==> src/rtl/dds_sweep_ctrl.sv <==
// DDS frequency-sweep sequencer: steps the accumulator tuning word from a start word to a stop word, holding each word for a programmable dwell.
// Optional macro SWEEP_BIDIR_EN selects a triangular (up then down) sweep instead of the default up-only sweep.
module dds_sweep_ctrl #(
    parameter int FTW_W   = 13,
    parameter int DWELL_W = 16
) (
    input  logic               CLK,
    input  logic               RSTn,
    input  logic               Start,
    input  logic               Abort,
    input  logic               Loop_En,
    input  logic [FTW_W-1:0]   Start_FTW,
    input  logic [FTW_W-1:0]   Stop_FTW,
    input  logic [FTW_W-1:0]   Step_FTW,
    input  logic [DWELL_W-1:0] Dwell,
    output logic [FTW_W-1:0]   FTW_Out,
    output logic               Phase_Clr,
    output logic               Busy,
    output logic               Done,
    output logic               Cfg_Err
);

    typedef enum logic [1:0] {S_IDLE, S_SWEEP, S_DONE} state_t;

    state_t             state, state_nxt;
    logic [FTW_W-1:0]   start_q, stop_q, step_q;
    logic [FTW_W-1:0]   start_nxt, stop_nxt, step_nxt;
    logic [DWELL_W-1:0] dwell_q, dwell_nxt, cnt_q, cnt_nxt;
    logic               loop_q, loop_nxt;
    logic [FTW_W-1:0]   ftw_nxt;
    logic               phase_nxt, busy_nxt, done_nxt, err_nxt;
    logic               period_end;

    // Sums carry one extra bit so a step past an all-ones stop word never wraps.
    logic [FTW_W:0] up_sum;
    assign up_sum = {1'b0, FTW_Out} + {1'b0, step_q};

`ifdef SWEEP_BIDIR_EN
    logic           dir_down, dir_nxt;
    logic [FTW_W:0] lo_sum;
    assign lo_sum = {1'b0, start_q} + {1'b0, step_q};
`endif

    // NOTE: every variable gets a default before the case so no path leaves one unassigned and infers a latch.
    always_comb begin
        state_nxt  = state;
        start_nxt  = start_q;
        stop_nxt   = stop_q;
        step_nxt   = step_q;
        dwell_nxt  = dwell_q;
        loop_nxt   = loop_q;
        cnt_nxt    = cnt_q;
        ftw_nxt    = FTW_Out;
        phase_nxt  = 1'b0;
        busy_nxt   = Busy;
        done_nxt   = 1'b0;
        err_nxt    = 1'b0;
        period_end = 1'b0;
`ifdef SWEEP_BIDIR_EN
        dir_nxt    = dir_down;
`endif
        case (state)
            S_IDLE: begin
                if (Start && !Abort) begin
                    if (Step_FTW != '0 && Start_FTW <= Stop_FTW) begin
                        start_nxt = Start_FTW;
                        stop_nxt  = Stop_FTW;
                        step_nxt  = Step_FTW;
                        dwell_nxt = Dwell;
                        loop_nxt  = Loop_En;
                        cnt_nxt   = '0;
                        ftw_nxt   = Start_FTW;
                        phase_nxt = 1'b1;
                        busy_nxt  = 1'b1;
                        state_nxt = S_SWEEP;
`ifdef SWEEP_BIDIR_EN
                        dir_nxt   = 1'b0;
`endif
                    end else begin
                        err_nxt = 1'b1;
                    end
                end
            end
            S_SWEEP: begin
                if (Abort) begin
                    state_nxt = S_IDLE;
                    busy_nxt  = 1'b0;
                    ftw_nxt   = '0;
                    cnt_nxt   = '0;
                end else if (cnt_q == dwell_q) begin
                    cnt_nxt = '0;
`ifdef SWEEP_BIDIR_EN
                    if (!dir_down) begin
                        if (up_sum <= {1'b0, stop_q}) begin
                            ftw_nxt = up_sum[FTW_W-1:0];
                        end else if ({1'b0, FTW_Out} >= lo_sum) begin
                            dir_nxt = 1'b1;
                            ftw_nxt = FTW_Out - step_q;
                        end else begin
                            period_end = 1'b1;
                        end
                    end else if ({1'b0, FTW_Out} < lo_sum) begin
                        period_end = 1'b1;
                    end else begin
                        ftw_nxt = FTW_Out - step_q;
                    end
`else
                    if (up_sum <= {1'b0, stop_q}) begin
                        ftw_nxt = up_sum[FTW_W-1:0];
                    end else begin
                        period_end = 1'b1;
                    end
`endif
                    if (period_end) begin
                        if (loop_q) begin
                            ftw_nxt   = start_q;
                            phase_nxt = 1'b1;
`ifdef SWEEP_BIDIR_EN
                            dir_nxt   = 1'b0;
`endif
                        end else begin
                            state_nxt = S_DONE;
                            busy_nxt  = 1'b0;
                            done_nxt  = 1'b1;
                        end
                    end
                end else begin
                    cnt_nxt = cnt_q + 1'b1;
                end
            end
            S_DONE: state_nxt = S_IDLE;
            default: begin
                state_nxt = S_IDLE;
                busy_nxt  = 1'b0;
            end
        endcase
    end

    // NOTE: sequential state uses non-blocking assignments so every register samples pre-edge values.
    always_ff @(posedge CLK) begin
        if (!RSTn) begin
            state     <= S_IDLE;
            start_q   <= '0;
            stop_q    <= '0;
            step_q    <= '0;
            dwell_q   <= '0;
            loop_q    <= 1'b0;
            cnt_q     <= '0;
            FTW_Out   <= '0;
            Phase_Clr <= 1'b0;
            Busy      <= 1'b0;
            Done      <= 1'b0;
            Cfg_Err   <= 1'b0;
        end else begin
            state     <= state_nxt;
            start_q   <= start_nxt;
            stop_q    <= stop_nxt;
            step_q    <= step_nxt;
            dwell_q   <= dwell_nxt;
            loop_q    <= loop_nxt;
            cnt_q     <= cnt_nxt;
            FTW_Out   <= ftw_nxt;
            Phase_Clr <= phase_nxt;
            Busy      <= busy_nxt;
            Done      <= done_nxt;
            Cfg_Err   <= err_nxt;
        end
    end

`ifdef SWEEP_BIDIR_EN
    always_ff @(posedge CLK) begin
        if (!RSTn) dir_down <= 1'b0;
        else       dir_down <= dir_nxt;
    end
`endif

endmodule

==> config.mk <==
export PLATFORM = sky130hd
export DESIGN_NAME = dds_sweep_ctrl
export DESIGN_NICKNAME = d
export VERILOG_FILES = /design/src/rtl/dds_sweep_ctrl.sv
export SDC_FILE = /design/constraint.sdc
export NUM_CORES = 1
export LEC_CHECK = 0
export CORE_AREA = 3 3 149 79
export CTS_BUF_LIST = sky130_fd_sc_hd__clkbuf_4 sky130_fd_sc_hd__clkbuf_8
export DETAILED_ROUTE_END_ITERATION = 16
export DIE_AREA = 0 0 152 82
export GPL_ROUTABILITY_DRIVEN = 0
export HOLD_SLACK_MARGIN = 0.15
export PLACE_DENSITY = 0.75
export SLEW_MARGIN = 10
export SYNTH_ARGS = -nofsm -noshare
export SYNTH_HDL_FRONTEND = slang
export SYNTH_SLANG_ARGS = --single-unit
==> constraint.sdc <==
create_clock -name CLK -period 7.65 [get_ports CLK]
set_input_delay 0.765 -clock CLK [delete_from_list [all_inputs] [get_ports CLK]]
set_output_delay 0.765 -clock CLK [all_outputs]
set_load 0.05 [all_outputs]
==> results.toml <==
[outcome]
outcome = "completed"

[worst_setup_path]
crit_type = "flop to flop"
crit_path_frequent_cell = "ha_1"
crit_path_end_kind = "flop"
arrival_ns = 4.53
cp_top_family = "compound AO/OA/AOI/OAI gates"
worst_path_max_delay_cell = "or4_1"
max_stage_delay_ns = 0.53
required_ns = 7.95
reg2regPathDepth = 17
path_cells = "ha_1 > inv_1 > fa_1 > nor2b_1 > o31a_1 > o2111a_1 > or4_1 > o211ai_1 > ha_1 > nand3_1 > nor2_1 > o31ai_1 > a31oi_1 > buf_4 > or2_2 > o311a_1 > a21oi_1"
crit_path_start_kind = "flop"
rrSetupSlack_ns = 3.42
worstReg2RegEnd = "FTW_Out[9]"
r2r_start = "FTW_Out[0]"
path_max_fanout = 15
critPathBufInv = 2

[global_route]
overflow = 0
grt_pass1_wl_mm = 25.0
grt_use_total = 0.260
grt_max_degree = 53
grt_antenna_before_repair = 0
grt_pass1_vias = 4534

[timing]
fmax_mhz = 236
skew_ns = 0.00970
layout_setup_ws_ns = 3.42
final-setup-viol-count = 0
tightest_slew_ns = 1.12
drv_slew = 0
maxSlewHeadroom = 0.248
fin_crit_sh = 0.553
hold_viol_final = 0
rsz0062_at_grt = "no"
post-route-min-period_ns = 4.23
tns_ns = 0

[logic_synthesis]
syn-num-nets = 716
ys_ff_latch = 91
synthFlopType = "dfxtp_1"
postSynthCellCount = 615
synthAdderAreaFrac = 0.0963
synth_top_family_by_area = "simple AND/OR/NAND/NOR gates"
yosysWarnings = 0
async_flop_share = 0
syn-cell-area_sq_um = 5410
syn_area_per_cell_sq_um = 8.79
synth_compound_area_frac = 0.140
synth_xor_area_frac = 0.0599
synth.area.mux_share = 0.128
synth.yosys.seq_area_share = 0.337
synth-simple-area-share = 0.182
synth-edff-count = 0
ys_types = 63

[final_layout]
layout_commonest_cell = "dfxtp_1"
drive_gt1_frac = 0.0630
fin_nets = 778
n_antenna_cell = 0
synthToLayoutAreaGrowth_pct = 18.8
final_cell_mix = "91 x dfxtp_1, 76 x clkdlybuf4s50_1, 73 x nor2_1"
fillers = 946

[drt]
ant_nets = 0
drt-wirelength-per-cell_um = 19.5
vias = 4910
drt-pass1-iter-count = 5
drc_errors = 0
vias_per_cell = 5.94
routed_wl_mm = 16.2
drt_iter0_drc = 413

[clock_tree]
cts_sinks = 91
cts_made_buffers = 9
cts.root.buffer_cell = "clkbuf_8"
holdBufCountCts = 0
ctsResizeCount = 0
clockBufferDepth = 2
clk_pin_slew_ns = 0.09
cts.htree.levels = 3
post-cts-setup-buffer-count = 0
clock_latency_ns = 0.37
tritoncts = "done"

[flow_run]
max_cap_violations = 0

[floorplanning]
die_width_um = 152
initial_utilization = 0.507
die_area_sq_um = 12500
core_area_sq_um = 10700
die_h_um = 82
rows = 27
ios = 77

[placement]
hpwl_mm = 12.5
pre_cts_ws_ns = 3.31
place.port_buffers = 76

[min_path]
whs_endpoint = "stop_q[7]"
min_path_cells = 2
min_path_type = "flop to flop"
hold_start = "stop_q[7]"

[pwr]
power.density_nw_per_um2 = 210
ir_worst_vdd_mv = 0.0942
p_leak_nw = 2.86
[cell usage after synthesis, types with 3 or more instances]
library cell  number  share of area
nor3_1            13          0.012
o21bai_1           3         0.0042
nor2_1            73          0.051
nor4_1            11          0.013
xnor2_1           19          0.031
inv_1             40          0.028
o211ai_1          10          0.014
a31oi_1           13          0.015
nand3b_1           3         0.0042
and4_1             3         0.0049
nor2_4             4         0.0083
o21ai_0           35          0.032
nand3_1           13          0.012
dfxtp_1           91           0.34
nand2_1           26          0.018
a21o_1             4         0.0056
mux2i_1           68           0.13
a311oi_1           3         0.0049
clkbuf_1          17          0.012
a21oi_1           22          0.020
buf_2              7         0.0065
ha_1              40          0.093
nand4_1           12          0.014
o21a_1             3         0.0042
and3_1             3         0.0035
nor2_2             7         0.0081
xor2_1            18          0.029
nand2b_1           6         0.0069
or2_2              3         0.0035
[state kept, by name, indices dropped and copies added, names as in the netlist]
signal	cells
cnt_q	16
Done	1
FTW_Out	13
dwell_q	16
step_q	13
Phase_Clr	1
start_q	13
Cfg_Err	1
loop_q	1
stop_q	13
state	2
Busy	1
[how the worst max path moves through the flow]
stage,from,endpoint,slack (ns),cells past startpoint
floorplan,FTW_Out[2],FTW_Out[1],3.85,15
global placement,Start_FTW[10],cnt_q[3],3.47,10
detailed placement,Start_FTW[8],step_q[11],3.31,9
CTS,step_q[0],FTW_Out[9],3.51,17
global route,step_q[0],FTW_Out[9],3.21,16
finish,FTW_Out[0],FTW_Out[9],3.42,17
[final cells by class]
type | count | area, sq um | area share
clock buffer | 9 | 124 | 0.0193
inverter | 41 | 154 | 0.0240
tap | 145 | 181 | 0.0282
sequential | 91 | 1820 | 0.284
timing repair buffer | 80 | 791 | 0.123
clock inverter | 7 | 76.3 | 0.0119
multi-input combinational | 454 | 3280 | 0.510
[power breakdown]
part           internal (W)  switching, W
logic              0.000183      0.000292
registers          0.000505     0.0000346
clock network      0.000153      0.000181
[kinds of logic (layout without fill, tap and decap cells)]
group,after synthesis,in the layout
AO/OA/AOI/OAI,115,115
adder cells (fa/ha/maj),41,41
buffers and inverters,70,137
XOR/XNOR,37,37
multiplexers,69,69
flip-flops,91,91
AND/OR/NAND/NOR,192,192
[worst register-to-register path, stage by stage (launching register included)]
cell and delay [ns]:
dfxtp_1 0.36, ha_1 0.26, inv_1 0.09, fa_1 0.21, nor2b_1 0.08, o31a_1 0.32
o2111a_1 0.32, or4_1 0.53, o211ai_1 0.20, ha_1 0.32, nand3_1 0.13, nor2_1 0.06
o31ai_1 0.07, a31oi_1 0.13, buf_4 0.20, or2_2 0.44, o311a_1 0.33, a21oi_1 0.13
[through the flow]
step                cells  area (sq um)   util  total power (W)  hold WS [ns]
finish                827          6420  0.602          0.00135         0.505
global route          827          6420  0.602          0.00142         0.533
CTS                   827          6420  0.602          0.00134         0.507
detailed placement    811          6220  0.583          0.00101         0.486
global placement      811          6220  0.583         0.000991         0.477
floorplan             615          5410      -         0.000859         0.460
[metal layers]
layer  GRT usage  share of wire  vias up
met1       0.394           0.48     2321
li1            -              -     2300
met5           0              0        -
met3       0.103           0.15       12
met2       0.338           0.37      277
met4      0.0502         0.0076        0
Power figures use the tool's default switching activity.
